**src/rtl/sisc_pkg.sv**
```systemverilog
`default_nettype none
// ============================================================================
// Module   : sisc_pkg
// Purpose  : Shared opcodes, ALU functions, FSM states and datapath codes.
// Revision : 1.0 - initial release
// ============================================================================
package sisc_pkg;

  typedef enum logic [3:0] {
    OP_NOP    = 4'd0,
    OP_REG_OP = 4'd1,
    OP_REG_IM = 4'd2,
    OP_SWAP   = 4'd3,
    OP_BRA    = 4'd4,
    OP_BRR    = 4'd5,
    OP_BNE    = 4'd6,
    OP_BNR    = 4'd7,
    OP_LOD    = 4'd8,
    OP_STR    = 4'd9,
    OP_HLT    = 4'd15
  } op_e;

  typedef enum logic [3:0] {
    FN_ADD = 4'd0,
    FN_SUB = 4'd1,
    FN_AND = 4'd2,
    FN_OR  = 4'd3,
    FN_XOR = 4'd4,
    FN_NOT = 4'd5,
    FN_SHL = 4'd6,
    FN_SHR = 4'd7
  } func_e;

  typedef enum logic [2:0] {
    ST_START0    = 3'd0,
    ST_START1    = 3'd1,
    ST_FETCH     = 3'd2,
    ST_DECODE    = 3'd3,
    ST_EXECUTE   = 3'd4,
    ST_MEM       = 3'd5,
    ST_WRITEBACK = 3'd6,
    ST_HALT      = 3'd7
  } state_e;

  localparam logic [1:0] WB_ALU = 2'b00;
  localparam logic [1:0] WB_DM  = 2'b01;
  localparam logic [1:0] WB_RSA = 2'b10;
  localparam logic [1:0] WB_RSB = 2'b11;

  localparam int FLAG_C = 3;
  localparam int FLAG_V = 2;
  localparam int FLAG_N = 1;
  localparam int FLAG_Z = 0;

  localparam logic [1:0] MODE_RR   = 2'b00;
  localparam logic [1:0] MODE_RI   = 2'b01;
  localparam logic [1:0] MODE_ADDR = 2'b10;
  localparam logic [1:0] MODE_PASS = 2'b11;

  function automatic logic [31:0] sext16(input logic [15:0] v);
    return {{16{v[15]}}, v};
  endfunction

endpackage
`default_nettype wire

```
**src/rtl/sisc_exec_ctrl_if.sv**
```systemverilog
`default_nettype none
// ============================================================================
// Module   : sisc_exec_ctrl_if
// Purpose  : Datapath-facing bus of the execution/control core.
// Revision : 1.0 - initial release
// ============================================================================
interface sisc_exec_ctrl_if;
  logic [31:0] instr;
  logic [15:0] pc;
  logic [31:0] rsa;
  logic [31:0] rsb;
  logic [3:0]  stat_in;
  logic [31:0] alu_result;
  logic [3:0]  stat_out;
  logic        stat_en;
  logic [15:0] br_addr;
  logic        rf_we;
  logic        wr_sel;
  logic        rb_sel;
  logic [1:0]  wb_sel;
  logic        ir_load;
  logic        pc_write;
  logic        pc_sel;
  logic        pc_rst;
  logic        mm_sel;
  logic        dm_we;

  // master = control core, slave = surrounding datapath
  modport master (
    input  instr, pc, rsa, rsb, stat_in,
    output alu_result, stat_out, stat_en, br_addr, rf_we, wr_sel, rb_sel,
           wb_sel, ir_load, pc_write, pc_sel, pc_rst, mm_sel, dm_we
  );

  modport slave (
    output instr, pc, rsa, rsb, stat_in,
    input  alu_result, stat_out, stat_en, br_addr, rf_we, wr_sel, rb_sel,
           wb_sel, ir_load, pc_write, pc_sel, pc_rst, mm_sel, dm_we
  );
endinterface
`default_nettype wire

```
**src/rtl/sisc_alu.sv**
```systemverilog
`default_nettype none
// ============================================================================
// Module   : sisc_alu
// Purpose  : 32-bit ALU with {C,V,N,Z} generation and registered outputs.
// Revision : 1.0 - initial release
// ============================================================================
module sisc_alu
  import sisc_pkg::*;
(
  input  logic        clk,
  input  logic        rst_f,
  input  logic        load,
  input  logic [1:0]  mode,
  input  logic [3:0]  func,
  input  logic [31:0] a,
  input  logic [31:0] b,
  input  logic [15:0] imm,
  output logic [31:0] result_q,
  output logic [3:0]  stat_q
);

  logic [31:0] result_d;
  logic [3:0]  stat_d;
  logic [31:0] b_op;
  logic [31:0] addend;
  logic [32:0] sum;
  logic [31:0] res;
  logic        c;
  logic        v;
  func_e       fn;

  always_comb begin
    b_op   = (mode == MODE_RR) ? b : sext16(imm);
    // address and pass modes always use the adder path
    fn     = mode[1] ? FN_ADD : func_e'(func);
    addend = (fn == FN_SUB) ? ~b_op : b_op;
    sum    = {1'b0, a} + {1'b0, addend} + {32'd0, (fn == FN_SUB)};
    res    = sum[31:0];
    c      = sum[32];
    v      = (a[31] == addend[31]) && (res[31] != a[31]);
    case (fn)
      FN_AND:  begin res = a & b_op;            c = 1'b0;  v = 1'b0; end
      FN_OR:   begin res = a | b_op;            c = 1'b0;  v = 1'b0; end
      FN_XOR:  begin res = a ^ b_op;            c = 1'b0;  v = 1'b0; end
      FN_NOT:  begin res = ~a;                  c = 1'b0;  v = 1'b0; end
      FN_SHL:  begin res = {a[30:0], 1'b0};     c = a[31]; v = 1'b0; end
      FN_SHR:  begin res = {1'b0, a[31:1]};     c = a[0];  v = 1'b0; end
      default: ;
    endcase
    if (mode == MODE_PASS) begin
      res = a;
    end

    result_d = result_q;
    stat_d   = stat_q;
    if (load) begin
      result_d = res;
      if (!mode[1]) begin
        stat_d[FLAG_C] = c;
        stat_d[FLAG_V] = v;
        stat_d[FLAG_N] = res[31];
        stat_d[FLAG_Z] = (res == 32'd0);
      end
    end
  end

  always_ff @(posedge clk) begin
    if (rst_f) begin
      result_q <= 32'd0;
      stat_q   <= 4'd0;
    end else begin
      result_q <= result_d;
      stat_q   <= stat_d;
    end
  end

endmodule
`default_nettype wire

```
**src/rtl/sisc_exec_ctrl.sv**
```systemverilog
`default_nettype none
// ============================================================================
// Module   : sisc_exec_ctrl
// Purpose  : Five-cycle control FSM, ALU and branch-target adder of SISC.
// Revision : 1.0 - initial release
// ============================================================================
module sisc_exec_ctrl
  import sisc_pkg::*;
(
  input  logic                    clk,
  input  logic                    rst_f,
  sisc_exec_ctrl_if.master        bus
);

  state_e      state_q;
  state_e      state_d;
  op_e         op;
  logic [3:0]  mm;
  logic [15:0] imm;
  logic        br_taken;
  logic        is_rel;
  logic [1:0]  alu_mode;
  logic [31:0] alu_result;
  logic [3:0]  stat_out;
  logic        unused_fields;

  logic        stat_en, rf_we, wr_sel, rb_sel, ir_load;
  logic        pc_write, pc_sel, pc_rst, mm_sel, dm_we;
  logic [1:0]  wb_sel;

  assign op            = op_e'(bus.instr[31:28]);
  assign mm            = bus.instr[27:24];
  assign imm           = bus.instr[15:0];
  assign unused_fields = ^bus.instr[23:16];

  assign is_rel   = (op == OP_BRR) || (op == OP_BNR);
  assign br_taken = (((op == OP_BRA) || (op == OP_BRR)) && ((bus.stat_in & mm) != 4'd0)) ||
                    (((op == OP_BNE) || (op == OP_BNR)) && ((bus.stat_in & mm) == 4'd0));
  assign bus.br_addr = is_rel ? (bus.pc + imm) : imm;

  always_comb begin
    case (op)
      OP_REG_OP:     alu_mode = MODE_RR;
      OP_REG_IM:     alu_mode = MODE_RI;
      OP_LOD, OP_STR: alu_mode = MODE_ADDR;
      default:       alu_mode = MODE_PASS;
    endcase
  end

  sisc_alu u_alu (
    .clk      (clk),
    .rst_f    (rst_f),
    .load     (state_q == ST_EXECUTE),
    .mode     (alu_mode),
    .func     (mm),
    .a        (bus.rsa),
    .b        (bus.rsb),
    .imm      (imm),
    .result_q (alu_result),
    .stat_q   (stat_out)
  );

  always_comb begin
    state_d  = state_q;
    stat_en  = 1'b0;
    rf_we    = 1'b0;
    wr_sel   = 1'b0;
    rb_sel   = 1'b0;
    wb_sel   = WB_ALU;
    ir_load  = 1'b0;
    pc_write = 1'b0;
    pc_sel   = 1'b0;
    mm_sel   = 1'b0;
    dm_we    = 1'b0;
    pc_rst   = rst_f && (state_q == ST_START0);

    if (rst_f) begin
      state_d = ST_START0;
    end else begin
      // operand selects hold for the whole instruction after decode
      if ((state_q == ST_DECODE) || (state_q == ST_EXECUTE) ||
          (state_q == ST_MEM) || (state_q == ST_WRITEBACK)) begin
        mm_sel = ((op == OP_LOD) || (op == OP_STR)) && mm[3];
        rb_sel = (op == OP_STR) || (op == OP_SWAP);
      end
      case (state_q)
        ST_START0: state_d = ST_START1;
        ST_START1: state_d = ST_FETCH;
        ST_FETCH: begin
          ir_load  = 1'b1;
          pc_write = 1'b1;
          state_d  = ST_DECODE;
        end
        ST_DECODE: begin
          if (br_taken) begin
            pc_write = 1'b1;
            pc_sel   = 1'b1;
          end
          state_d = (op == OP_HLT) ? ST_HALT : ST_EXECUTE;
        end
        ST_EXECUTE: state_d = ST_MEM;
        ST_MEM: begin
          stat_en = (op == OP_REG_OP) || (op == OP_REG_IM);
          dm_we   = (op == OP_STR);
          if (op == OP_SWAP) begin
            rf_we  = 1'b1;
            wr_sel = 1'b1;
            wb_sel = WB_RSB;
          end
          state_d = ST_WRITEBACK;
        end
        ST_WRITEBACK: begin
          if ((op == OP_REG_OP) || (op == OP_REG_IM) || (op == OP_SWAP)) begin
            rf_we  = 1'b1;
            wb_sel = WB_ALU;
          end else if (op == OP_LOD) begin
            rf_we  = 1'b1;
            wb_sel = WB_DM;
          end
          state_d = ST_FETCH;
        end
        ST_HALT: state_d = ST_HALT;
        default: state_d = ST_START0;
      endcase
    end
  end

  always_ff @(posedge clk) begin
    if (rst_f) begin
      state_q <= ST_START0;
    end else begin
      state_q <= state_d;
    end
  end

  assign bus.alu_result = alu_result;
  assign bus.stat_out   = stat_out;
  assign bus.stat_en    = stat_en;
  assign bus.rf_we      = rf_we;
  assign bus.wr_sel     = wr_sel;
  assign bus.rb_sel     = rb_sel;
  assign bus.wb_sel     = wb_sel;
  assign bus.ir_load    = ir_load;
  assign bus.pc_write   = pc_write;
  assign bus.pc_sel     = pc_sel;
  assign bus.pc_rst     = pc_rst;
  assign bus.mm_sel     = mm_sel;
  assign bus.dm_we      = dm_we;

endmodule
`default_nettype wire

```
**src/flat_wrapper.sv**
```systemverilog
// flat-port wrapper written by rule: the top's interface ports become plain ports
module sisc_exec_ctrl_flat import sisc_pkg::*;
  (clk, rst_f, bus_instr, bus_pc, bus_rsa, bus_rsb, bus_stat_in, bus_alu_result, bus_stat_out, bus_stat_en, bus_br_addr, bus_rf_we, bus_wr_sel, bus_rb_sel, bus_wb_sel, bus_ir_load, bus_pc_write, bus_pc_sel, bus_pc_rst, bus_mm_sel, bus_dm_we);
  sisc_exec_ctrl_if bus_i ();
  input  logic clk;
  input  logic rst_f;
  input wire logic [$bits(bus_i.instr)-1:0] bus_instr;
  input wire logic [$bits(bus_i.pc)-1:0] bus_pc;
  input wire logic [$bits(bus_i.rsa)-1:0] bus_rsa;
  input wire logic [$bits(bus_i.rsb)-1:0] bus_rsb;
  input wire logic [$bits(bus_i.stat_in)-1:0] bus_stat_in;
  output wire logic [$bits(bus_i.alu_result)-1:0] bus_alu_result;
  output wire logic [$bits(bus_i.stat_out)-1:0] bus_stat_out;
  output wire logic [$bits(bus_i.stat_en)-1:0] bus_stat_en;
  output wire logic [$bits(bus_i.br_addr)-1:0] bus_br_addr;
  output wire logic [$bits(bus_i.rf_we)-1:0] bus_rf_we;
  output wire logic [$bits(bus_i.wr_sel)-1:0] bus_wr_sel;
  output wire logic [$bits(bus_i.rb_sel)-1:0] bus_rb_sel;
  output wire logic [$bits(bus_i.wb_sel)-1:0] bus_wb_sel;
  output wire logic [$bits(bus_i.ir_load)-1:0] bus_ir_load;
  output wire logic [$bits(bus_i.pc_write)-1:0] bus_pc_write;
  output wire logic [$bits(bus_i.pc_sel)-1:0] bus_pc_sel;
  output wire logic [$bits(bus_i.pc_rst)-1:0] bus_pc_rst;
  output wire logic [$bits(bus_i.mm_sel)-1:0] bus_mm_sel;
  output wire logic [$bits(bus_i.dm_we)-1:0] bus_dm_we;
  assign bus_i.instr = bus_instr;
  assign bus_i.pc = bus_pc;
  assign bus_i.rsa = bus_rsa;
  assign bus_i.rsb = bus_rsb;
  assign bus_i.stat_in = bus_stat_in;
  assign bus_alu_result = bus_i.alu_result;
  assign bus_stat_out = bus_i.stat_out;
  assign bus_stat_en = bus_i.stat_en;
  assign bus_br_addr = bus_i.br_addr;
  assign bus_rf_we = bus_i.rf_we;
  assign bus_wr_sel = bus_i.wr_sel;
  assign bus_rb_sel = bus_i.rb_sel;
  assign bus_wb_sel = bus_i.wb_sel;
  assign bus_ir_load = bus_i.ir_load;
  assign bus_pc_write = bus_i.pc_write;
  assign bus_pc_sel = bus_i.pc_sel;
  assign bus_pc_rst = bus_i.pc_rst;
  assign bus_mm_sel = bus_i.mm_sel;
  assign bus_dm_we = bus_i.dm_we;
  sisc_exec_ctrl u_core (.clk(clk), .rst_f(rst_f), .bus(bus_i));
endmodule
```
**config.mk**
```make
export PLATFORM = sky130hd
export DESIGN_NAME = sisc_exec_ctrl_flat
export DESIGN_NICKNAME = d
export VERILOG_FILES = /design/src/rtl/sisc_pkg.sv /design/src/rtl/sisc_exec_ctrl_if.sv /design/src/rtl/sisc_alu.sv /design/src/rtl/sisc_exec_ctrl.sv /design/src/flat_wrapper.sv
export SDC_FILE = /design/constraint.sdc
export NUM_CORES = 1
export LEC_CHECK = 0
export ABC_AREA = 1
export BUFFER_PORTS_ARGS = -buffer_cell sky130_fd_sc_hd__buf_2
export CORE_AREA = 8 8 135 137
export CTS_BUF_LIST = sky130_fd_sc_hd__clkbuf_4 sky130_fd_sc_hd__clkbuf_8 sky130_fd_sc_hd__clkbuf_16
export DETAILED_ROUTE_END_ITERATION = 8
export DIE_AREA = 0 0 143 145
export GPL_TIMING_DRIVEN = 0
export PLACE_DENSITY = 0.79
export REMOVE_ABC_BUFFERS = 1
export SETUP_SLACK_MARGIN = 0.1
export SYNTH_ARGS = -nofsm -noshare
export SYNTH_HDL_FRONTEND = slang
export SYNTH_SLANG_ARGS = --single-unit
```
**constraint.sdc**
```tcl
create_clock -name clk -period 2.8 [get_ports clk]
set_input_delay 0 -clock clk [delete_from_list [all_inputs] [get_ports clk]]
set_output_delay 0 -clock clk [all_outputs]
set_load 0.005 [all_outputs]
```
==> summary.md <==
| Metric | Value |
|---|---|
| Status | finished, violations left |
| Failing checks | negative setup slack |
| Drt initial violations | 977 |
| Setup CP Type | in2reg |
| Initial Utilization | 50.9% |
| IO Port Bufs | 173 |
| Min-delay src | bus_rsa[14] |
| Max Fclk | 326 MHz |
| Rel. slew slack | 31.9% |
| Die Footprint | 20,700 um^2 |
| Ys async rst share | 0% |
| Slew @ Worst Pin | 1.02 ns |
| Routability cong. | 0.964 |
| All-Layer GR Usage | 29.1% |
| Worst VDD drop | 283 uV |
| DR WL/cell | 17.9 um |
| Worst reg2reg setup slack | 0.37 ns |
| CTS tree | built |
| Pleak | 5.63 nW |
| Clk pin slew, worst setup/hold paths | 0.06 ns |
| Largest cells by area after synthesis | ha_1 (17%), nand2_1 (17%), inv_1 (9.6%), dfxtp_1 (9.5%), o21ai_0 (7.0%) |
| Layout Nets | 1,866 |
| Skew-Pair Late Insertion Delay | 0.28 ns |
| # fillers | 1,434 |
| Highest metal used | met4 |
| Vias in the first global route | 9,967 |
| Routed WL | 33.2 mm |
| CTS max path bufs | 2 |
| Synth unique cells | 47 |
| Final Total Pwr | 0.00302 W |
| #FFs+latches synth | 39 |
| Worst Path Required | 3.01 ns |
| Global-route wire length before repair | 49.5 mm |
| Root Buffer | clkbuf_16 |
| Number of vias per cell | 5.77 |
| Hold Buf Count CTS | 0 |
| Initial DRT Pass Iterations | 8 |
| Min-delay worst type | in2reg |
| Worst Reg2Reg Path Length in Cells | 13 |
| Routed wire length on met3 | 3.22 mm |
| I/O pin count | 182 |
| Mapped Area | 8240 um^2 |
| Core area | 16,200 um^2 |
| Vias after detailed routing | 10,700 |
| Drt drc | 0 |
| RSZ-0062 raised after global routing | yes |
| Reg2Reg Capture Point | u_core.u_alu.stat_q[0] |
| CP Launch Type | input pin |
| Ys flop type | dfxtp_1 |
| CTS H-tree depth | 2 |
| Std cell rows | 47 |
| Chip Height | 145 um |
| Post-route clock period utilization | 110% |
| CP arrival | 3.29 ns |
| Seq/Total Area, Yosys | 9.48% |
| Area share of the largest cell type after synthesis | 17.0% |
| Setup ws final | -0.272 ns |
| Synth warn | 0 |
| Synthesis-to-finish area growth | 35.0% |
| Critical path startpoint | bus_instr[29] |
| Routed wl met2 | 15.1 mm |
| Top post-synthesis cells by count | nand2_1 (373), inv_1 (210), nor2_1 (128) |
| Max FO, Critical Path | 7 |
| ANT cells | 0 |
| Min Clock Period, post-route | 3.07 ns |
| MaxCap Viol Count | 0 |
| CTS Buf Count | 5 |
| Pin count of the biggest net entering global routing | 54 |
| Clock Skews | 0.00400 ns |
| Antenna Nets Post-Route | 0 |
| Initial antenna violation count | 0 |
| Setup crit end | u_core.u_alu.stat_q[0] |
| Remaining Overflow, GRT | 0 |
| Hold_ws | 0.0607 ns |
| Power Dens Cells | 272 nW/um^2 |
| Count leader, synth | nand2_1 |
| Layout cells sized above 1 | 29.4% |
| Post-synth EDFFs | 0 |
| Final setup vio count | 2 |
| Post-detail-place hpwl | 22.9 mm |
| Die width | 143 um |
| WL met1 | 12.7 mm |
| Pins over their slew limit | 0 |
| Post-synthesis area per instance | 5.77 um^2 |
| Yosys top cell by area | ha_1 |
| Crit path capture type | flip-flop |
| Synth Instances | 1,429 |
| Clk sinks | 39 |
| Final hold vios | 0 |
repair_timing:
item                       in CTS  in global routing
setup endpoints to repair      36                 24
setup buffers                  24                 39
gates cloned                    6                  2
pin swaps                      28                 78
gates resized for setup       128                205
cells by family (layout without fill, tap and decap cells):
logic type / Yosys count / after routing / share of synthesized area (%)
AO/OA/AOI/OAI: 293 / 293 / 20.7
flip-flops: 39 / 39 / 9.48
buffers and inverters: 264 / 464 / 12.7
XOR/XNOR: 45 / 45 / 4.78
adder cells (fa/ha/maj): 114 / 114 / 17.5
AND/OR/NAND/NOR: 674 / 680 / 34.8
stage by stage:
step                worst slack [ns]  utilization, %  std cells  TNS (ns)  area (um^2)
floorplan                     -0.680               -       1382     -6.08         8010
global placement               -2.09            56.6       1775    -54.71         9150
detailed placement             -1.84            56.7       1776    -38.01         9180
CTS                           -0.158            61.9       1814    -0.176        10000
global route                  -0.392            68.8       1855    -0.885        11100
finish                        -0.272            68.8       1855    -0.363        11100
cells in the final DEF, fill, tap and decap left out, types with 6 or more instances in the layout:
cell type and n:
inv_2 15, nand2_1 318, a21o_1 6, ha_2 10, o21ai_2 15, clkbuf_16 7, o221ai_1 13, ha_1 101
nand2_2 49, nor3_1 24, o21ai_0 70, buf_6 9, buf_2 168, or2_2 6, buf_4 48, o21ai_4 18
nand3_2 6, nor2_1 99, nor2_2 17, a21oi_1 56, a21oi_2 21, buf_12 10, o21ai_1 15, nand4_1 16
nand2_4 11, xor2_1 25, o211ai_1 26, a21oi_4 7, dfxtp_1 39, nor2_4 16, nand3_1 82, nand3b_1 9
nand3_4 10, xnor2_1 15, inv_1 198, o22ai_1 16
sequential cells by signal, indices dropped and copies added (netlist names), named ones only:
| register | cells |
|---|---|
| u_core.state_q | 2 |
| u_core.u_alu.stat_q | 4 |
| u_core.u_alu.result_q | 32 |
worst max-delay path: stages:
cell     delay, ns
buf_6         0.12
nor2_4        0.14
buf_12        0.20
buf_12        0.13
nand2_8       0.10
buf_4         0.22
o21ai_4       0.17
xor2_1        0.10
ha_1          0.39
nand2_2       0.10
nor2_2        0.16
inv_1         0.10
nor2_2        0.13
nand3_1       0.13
nand3_1       0.11
nand2_1       0.05
nand3_1       0.08
nand2_1       0.08
o21ai_2       0.11
nand2_1       0.10
nor2_2        0.11
nand3_1       0.09
nor2_1        0.10
nand3_1       0.09
a21oi_1       0.15
worst min path at each step:
stage / endpoint / depth (start not counted)
global placement: bus_br_addr[15] / 3
finish: u_core.u_alu.result_q[14] / 3
detailed placement: bus_br_addr[15] / 3
global route: u_core.u_alu.result_q[14] / 3
floorplan: bus_ir_load / 1
CTS: u_core.u_alu.result_q[14] / 3
per-layer routing:
metal | GRT usage [%] | up-vias
met4 | 13.5 | 0
met1 | 35.0 | 4778
met3 | 6.07 | 146
li1 | - | 5140
met2 | 48.4 | 640
met5 | 0 | -
where the power goes:
part           internal, W  switching [W]
registers         0.000576      0.0000125
clock network     0.000328       0.000230
logic             0.000713        0.00116
cell type report:
class                      count  area, um^2  area share, %
multi-input combinational   1132        7520           67.6
timing repair buffer         239        1580           14.2
tap                          220         275           2.47
clock inverter                 3        20.0          0.180
sequential                    39         781           7.02
clock buffer                   5         125           1.12
inverter                     217         830           7.46
Power figures use the tool's default switching activity.
